==> config.mk <==
export PLATFORM = sky130hd
export DESIGN_NAME = add_sub_serial
export DESIGN_NICKNAME = d
export VERILOG_FILES = /design/src/rtl/add_sub_serial.sv
export SDC_FILE = /design/constraint.sdc
export NUM_CORES = 1
export LEC_CHECK = 0
export CAP_MARGIN = 20
export CORE_MARGIN = 2
export CORE_UTILIZATION = 52
export CTS_CLUSTER_SIZE = 16
export DETAILED_ROUTE_END_ITERATION = 8
export PLACE_DENSITY_LB_ADDON = 0.3
export SKIP_LAST_GASP = 1
export SYNTH_ARGS = -nofsm -noshare
export SYNTH_HDL_FRONTEND = slang
export SYNTH_SLANG_ARGS = --single-unit
==> constraint.sdc <==
create_clock -name clk -period 4.1 [get_ports clk]
set_clock_uncertainty 0.1 [all_clocks]
set_input_delay 1.23 -clock clk [delete_from_list [all_inputs] [get_ports clk]]
set_output_delay 1.23 -clock clk [all_outputs]
set_load 0.01 [all_outputs]
==> src/rtl/add_sub_serial.sv <==
// add_sub_serial: multi-cycle adder/subtractor that sums CHUNK bits per clock
// with a rippled carry register, optional signed saturation and a zero flag.
// Handshakes: a beat transfers on a rising edge where valid and ready are both
// high; the producer holds its beat steady until that edge, and the consumer
// may raise ready at any time.
module add_sub_serial #(
  parameter int WIDTH = 16,
  parameter int CHUNK = 4
) (
  input  logic               clk,
  input  logic               rst_n,
  input  logic               in_valid,
  output logic               in_ready,
  input  logic [WIDTH-1:0]   in_p,
  input  logic [WIDTH-1:0]   in_q,
  input  logic               mode,
  input  logic               sat_en,
  output logic               out_valid,
  input  logic               out_ready,
  output logic [2*WIDTH-1:0] out_s,
  output logic               out_c,
  output logic               out_o,
  output logic               out_z,
  output logic [1:0]         dbgState
);

  localparam int NCHUNK = WIDTH / CHUNK;
  localparam int IDXW   = (NCHUNK > 1) ? $clog2(NCHUNK) : 1;

  localparam logic [1:0] IDLE = 2'd0;
  localparam logic [1:0] RUN  = 2'd1;
  localparam logic [1:0] HOLD = 2'd2;

  // Refuse to elaborate with a chunk size that does not tile the operand.
  if (CHUNK < 1 || (WIDTH % CHUNK) != 0) begin : gBadParams
    $error("add_sub_serial: WIDTH must be a positive multiple of CHUNK");
  end

  logic [1:0]       state;
  logic [WIDTH-1:0] pReg;
  logic [WIDTH-1:0] qReg;      // Q already inverted for subtraction
  logic             modeReg;
  logic             satReg;
  logic             carry;
  logic [IDXW-1:0]  idx;
  logic [WIDTH-1:0] accReg;    // partial result built chunk by chunk
  logic [WIDTH-1:0] sReg;
  logic             cReg;
  logic             oReg;
  logic             zReg;

  logic [CHUNK-1:0] pSlice;
  logic [CHUNK-1:0] qSlice;
  logic [CHUNK-1:0] chunkSum;
  logic             chunkCo;
  logic             msbCin;
  logic             ovf;
  logic             lastChunk;
  logic [WIDTH-1:0] fullSum;
  logic [WIDTH-1:0] satVal;
  logic [WIDTH-1:0] finalSum;

  // Current chunk sum, overflow detection and the saturated candidate result.
  always_comb begin
    pSlice    = pReg[idx*CHUNK +: CHUNK];
    qSlice    = qReg[idx*CHUNK +: CHUNK];
    {chunkCo, chunkSum} = {1'b0, pSlice} + {1'b0, qSlice} + {{CHUNK{1'b0}}, carry};
    // Carry into the chunk's top bit recovered from its sum and operand bits.
    msbCin    = chunkSum[CHUNK-1] ^ pSlice[CHUNK-1] ^ qSlice[CHUNK-1];
    ovf       = msbCin ^ chunkCo;
    lastChunk = (idx == IDXW'(NCHUNK - 1));
    fullSum   = accReg;
    fullSum[idx*CHUNK +: CHUNK] = chunkSum;
    satVal    = pReg[WIDTH-1] ? {1'b1, {(WIDTH-1){1'b0}}} : {1'b0, {(WIDTH-1){1'b1}}};
    finalSum  = (satReg && ovf) ? satVal : fullSum;
  end

  // Operation sequencer: accept operands, ripple through chunks, hold result.
  always_ff @(posedge clk or negedge rst_n) begin
    if (!rst_n) begin
      state   <= IDLE;
      pReg    <= '0;
      qReg    <= '0;
      modeReg <= 1'b0;
      satReg  <= 1'b0;
      carry   <= 1'b0;
      idx     <= '0;
      accReg  <= '0;
      sReg    <= '0;
      cReg    <= 1'b0;
      oReg    <= 1'b0;
      zReg    <= 1'b0;
    end else begin
      case (state)
        IDLE: begin
          if (in_valid) begin
            pReg    <= in_p;
            qReg    <= in_q ^ {WIDTH{mode}};
            modeReg <= mode;
            satReg  <= sat_en;
            carry   <= mode;
            idx     <= '0;
            accReg  <= '0;
            state   <= RUN;
          end
        end
        RUN: begin
          accReg <= fullSum;
          carry  <= chunkCo;
          idx    <= idx + 1'b1;
          if (lastChunk) begin
            sReg  <= finalSum;
            cReg  <= chunkCo ^ modeReg;
            oReg  <= ovf;
            zReg  <= (finalSum == '0);
            state <= HOLD;
          end
        end
        HOLD: begin
          if (out_ready) state <= IDLE;
        end
        default: state <= IDLE;
      endcase
    end
  end

  assign in_ready  = rst_n && (state == IDLE);
  assign out_valid = (state == HOLD);
  assign out_s     = {{WIDTH{1'b0}}, sReg};
  assign out_c     = cReg;
  assign out_o     = oReg;
  assign out_z     = zReg;
  assign dbgState  = state;

endmodule

Yosys cells after proc, flatten, opt, wreduce, memory -nomap -nowiden
Cells that the tools add are included.
W data, S select, Z words.
Word-level totals
  bits of input ports: 38
  output and inout port bits: 39
  register bits: 74
Cells by class
  shift-type cells: 4
  reductions and logical operators: 9
  $add $sub $neg: 4
  equality and inequality tests: 6
  multiplexer cells: 13
  bitwise operators: 5
Operators with widths (number)
  $mux W16: 3
  $neg A4 Y34: 1
  $shift A4 B34 Y16 const A: 1
  $shiftx A4 B34 Y16: 1
  $pmux W16 S2: 1
  $shiftx A16 B5 Y4: 2
  $bwmux W16: 1
  $logic_not A16 Y1: 1
  $xor A16 B16 Y16: 1
  $mux W2: 4
  $pmux W2 S3: 1
  $reduce_and A2 Y1: 3
  $add A4 B4 Y5: 1
  $add A5 B1 Y5: 1
  $eq A2 B2 Y1 const B: 2
  $ne A2 B2 Y1 const B: 2
  $pmux W2 S2: 1
  $xor A1 B1 Y1: 4
  $reduce_and A3 Y1: 1
  $add A2 B1 Y2 const B: 1
  $eq A2 B1 Y1 const B: 1
  $logic_and A1 B1 Y1: 2
  $logic_not A2 Y1: 1
  $ne A2 B1 Y1 const B: 1
  3 further kinds: 3

Depth between registers and ports, before layout
  word-level depth: 9
  mapped depth: 11
  depth with buffers taken out: 9

Worst setup path after synthesis
OpenSTA, ideal clock, no wires.
  path kind: reg-to-reg
  from: reg idx[0]
  to: reg zReg (netlist: out_z)
  cell stages (with the launch flop): 11
  period minus slack after synthesis: 3.761 ns
  arrival: 3.557 ns
  path buffers: 1
  setup slack: 0.339 ns
  cells stage by stage: dfrtp_1 > buf_2 > mux4_2 > fa_1 > fa_1 > a21o_1 > a21oi_1 > xor2_1 > xnor3_2 > and2_1 > o41ai_2
On the way
  word-level cells in the longest chain between the ends: 9
RTL lines
  start, declared: RTL line 45  | logic [IDXW-1:0] idx;
  start signal, assigned: RTL line 110  | idx <= idx + 1'b1;
  $shiftx A16 B5 Y4, on equally long branches: RTL line 65, 66
  $add A4 B4 Y5: RTL line 67  | {chunkCo, chunkSum} = {1'b0, pSlice} + {1'b0, qSlice} + {{CHUNK{1'b0}}, carry};
  $add A5 B1 Y5: RTL line 67
  $xor A1 B1 Y1 (2 in a row): RTL line 69  | msbCin = chunkSum[CHUNK-1] ^ pSlice[CHUNK-1] ^ qSlice[CHUNK-1];
  $xor A1 B1 Y1: RTL line 70  | ovf = msbCin ^ chunkCo;
  $logic_and A1 B1 Y1: RTL line 75  | finalSum = (satReg && ovf) ? satVal : fullSum;
  $mux W16: RTL line 75
  $logic_not A16 Y1: RTL line 115  | zReg <= (finalSum == '0);
  end signal, assigned: RTL line 115
  end, declared: RTL line 50  | logic zReg;
Parallel ways exist; a longest one is shown, timed or not.
A chain may end at the register's enable or synchronous reset.

Final worst setup path
Ends and elaborated chain as after synthesis.

==> out/metrics.csv <==
stage;metric;value;unit
timing;min Tclk post-route;3.77;ns
clock_tree;clock buffer depth;2;
clock_tree;CTS resizes;0;
setup_path;worst setup path endpoint;out_z;
global_routing;vias in the first global route;2825;
route;Antenna Nets Post-Route;0;
placed_design;routability cong.;0.860;
cells_and_area;Nets;464;
route;DRT Wirelength;7410;µm
setup_path;Setup crit start;idx[0];
clock_tree;CTS tree;yes;
route;DRC;0;
timing;Final setup violation count;0;
logic_synthesis;yosys warns;0;
die;chip height;89.9;µm
clock_tree;Worst-path clk slew;0.08;ns
global_routing;met1 Use GR;24.5;%
timing;headroom to the max-slew limit;34.7;%
setup_path;CP bufs+invs;0;
logic_synthesis;Distinct cells, synth;44;
logic_synthesis;#FFs+latches synth;74;
setup_path;Critical Path, Cell by Cell;mux4_2, fa_1, fa_1, a21o_1, a21oi_1, xor2_1, xnor3_2, and2_1, o41ai_2;
setup_path;CP Depth;9;
setup_path;worst path required time;4.25;ns
cells_and_area;Area growth syn-to-layout;21.6;%
placed_design;Buffers on Ports;60;
clock_tree;hold buffers post-CTS;0;
run_status;status;complete, no violations;
logic_synthesis;asr flop ratio synth;100;%
global_routing;gr usage total;19.4;%
cells_and_area;Fillers;607;
die;Core Box Area;7210;µm²
logic_synthesis;Syn Inst Count;360;
placed_design;DP HPWL;5330;µm
setup_path;crit start category;register;
global_routing;pin count of the biggest net entering global routing;75;
min_path;worst hold path class;register to register;
logic_synthesis;Synth Flop Type;dfrtp_1;
setup_path;worst reg2reg path endpoint;out_z;
cells_and_area;layout cells sized above 1;12.6;%
setup_path;kind of cell adding the most delay to the critical path;adder cells;
die;Die ar.;8080;µm²
die;Starting Density;53.2;%
die;die width;89.9;µm
setup_path;crit-path max cell delay;0.56;ns
global_routing;first-pass GRT wire length;12800;µm
timing;Final period util;91.9;%
logic_synthesis;Synth Area per Inst;10.7;µm²
cells_and_area;most frequent cells in the layout;dfrtp_1 (74), clkdlybuf4s50_1 (59), nand2_1 (40);
logic_synthesis;sequential-to-total area share from yosys stat;48.3;%
clock_tree;clock insertion delay at the later pin of the skew report;0.34;ns
clock_tree;CTS Buf Count;9;
route;DR vias/cell;5.39;
setup_path;R2R Setup Slk;0.33;ns
setup_path;cell mode on critical path;fa_1;
logic_synthesis;Cell Area, Synth;3840;µm²
setup_path;Worst path slowest cell;mux4_2;
setup_path;CP Class;register to register;
timing;Pins Over Slew Limit;0;
clock_tree;clk root buf;clkbuf_8;
route;Initial DRC Count;119;
cells_and_area;most common cell after layout, fill and taps aside;dfrtp_1;
die;I/O pins;77;
clock_tree;htree depth;3;
setup_path;CP Capture Type;register;
setup_path;crit-path max FO;19;
global_routing;initial antenna violation count;0;
job;number of max-cap violations;0;
timing;Max Clk Rate;265;MHz
cells_and_area;antenna cells;0;
global_routing;grt ovf;0;
setup_path;reg2reg path depth;9;
global_routing;GRT Max-Usage Layer;met2;
timing;worst-margin pin slew;0.976;ns
setup_path;worst r2r src;idx[0];
logic_synthesis;Post-synth EDFFs;0;
timing;Post-Route Setup TNS;0;ns
timing;RSZ-0062 raised after global routing;no;
route;drt first pass iters;5;
global_routing;met3 usage;2.77;%
clock_tree;Post CTS Setup Buffer Count;0;
timing;Hold Fails Final Rpt;0;
route;WL/cell;14.3;µm
global_routing;met2 GRT Util;33.6;%
clock_tree;Clock Sink Count;74;
route;Vias;2794;
setup_path;CP Data Arrival Time;3.92;ns
die;Site Rows;31;
cell usage after synthesis (10+ instances only):
master	n	share of area [%]
dfrtp_1	74	48
a21oi_1	25	3.3
xnor2_1	16	3.7
nor2_1	21	2.1
o21ai_0	15	2.0
a22oi_1	10	2.0
a21boi_0	13	2.5
o21ai_1	10	1.3
clkbuf_1	17	1.7
o22ai_1	16	2.6
nand2_1	40	3.9
mux2_2	19	5.6
buf_4	16	3.1
metal layers:
metal  up-vias  wire length [µm]
met5         -                 0
met4         0                96
met3         8               343
met2        86              3650
met1      1343              3330
li1       1357                 -
state kept, by name (all words and copies together) (netlist names), 2 cells and up:
register,flops
sReg,16
idx,2
dbgState,2
qReg,16
pReg,16
accReg,16
kinds of logic (layout without fill, tap and decap cells):
kind of cell	after synthesis	after routing	synth area share (%)
AO/OA/AOI/OAI	99	99	16.2
XOR/XNOR	21	21	5.38
adder cells (fa/ha/maj)	11	11	3.98
buffers and inverters	44	88	6.13
flip-flops	74	74	48.3
multiplexers	27	27	10.3
other	1	16	0.0977
AND/OR/NAND/NOR	83	83	9.72
final cells by class:
cell class	instances	area (µm²)	area share (%)
Sequential cell	74	1850	39.7
Multi-Input combinational cell	257	1810	38.8
Timing Repair Buffer	66	648	13.9
Clock buffer	13	169	3.62
Tap cell	99	124	2.65
Clock inverter	2	35.0	0.751
Inverter	7	26.3	0.563
worst register-to-register path: stages (launching register included):
cell and delay (ns):
dfrtp_1 0.52, mux4_2 0.56, fa_1 0.45, fa_1 0.42
a21o_1 0.20, a21oi_1 0.27, xor2_1 0.19, xnor3_2 0.41
and2_1 0.25, o41ai_2 0.32
per-stage QoR:
step	setup WS, ns	hold WS [ns]	utilization [%]	instances	instance area [µm²]
2_1_floorplan	0.340	0.370	-	375	3890
3_3_place_gp	0.421	0.363	61.6	502	4450
3_5_place_dp	0.320	0.369	61.6	502	4450
4_1_cts	0.304	0.385	64.5	517	4650
5_1_grt	0.116	0.401	64.7	518	4670
6_report	0.331	0.380	64.7	518	4670
worst min path at each step:
stage	from	end	slack [ns]	cells after the start
finish	sReg[12]	sReg[12]	0.38	2
global route	sReg[8]	sReg[8]	0.40	2
CTS	sReg[12]	sReg[12]	0.39	2
detailed placement	sReg[12]	sReg[12]	0.37	2
global placement	sReg[12]	sReg[12]	0.36	2
floorplan	accReg[14]	accReg[14]	0.37	2
Power is left out: the tool's default activity adds up to more than one toggle a clock period on the data nets, which glitch-free logic cannot reach.
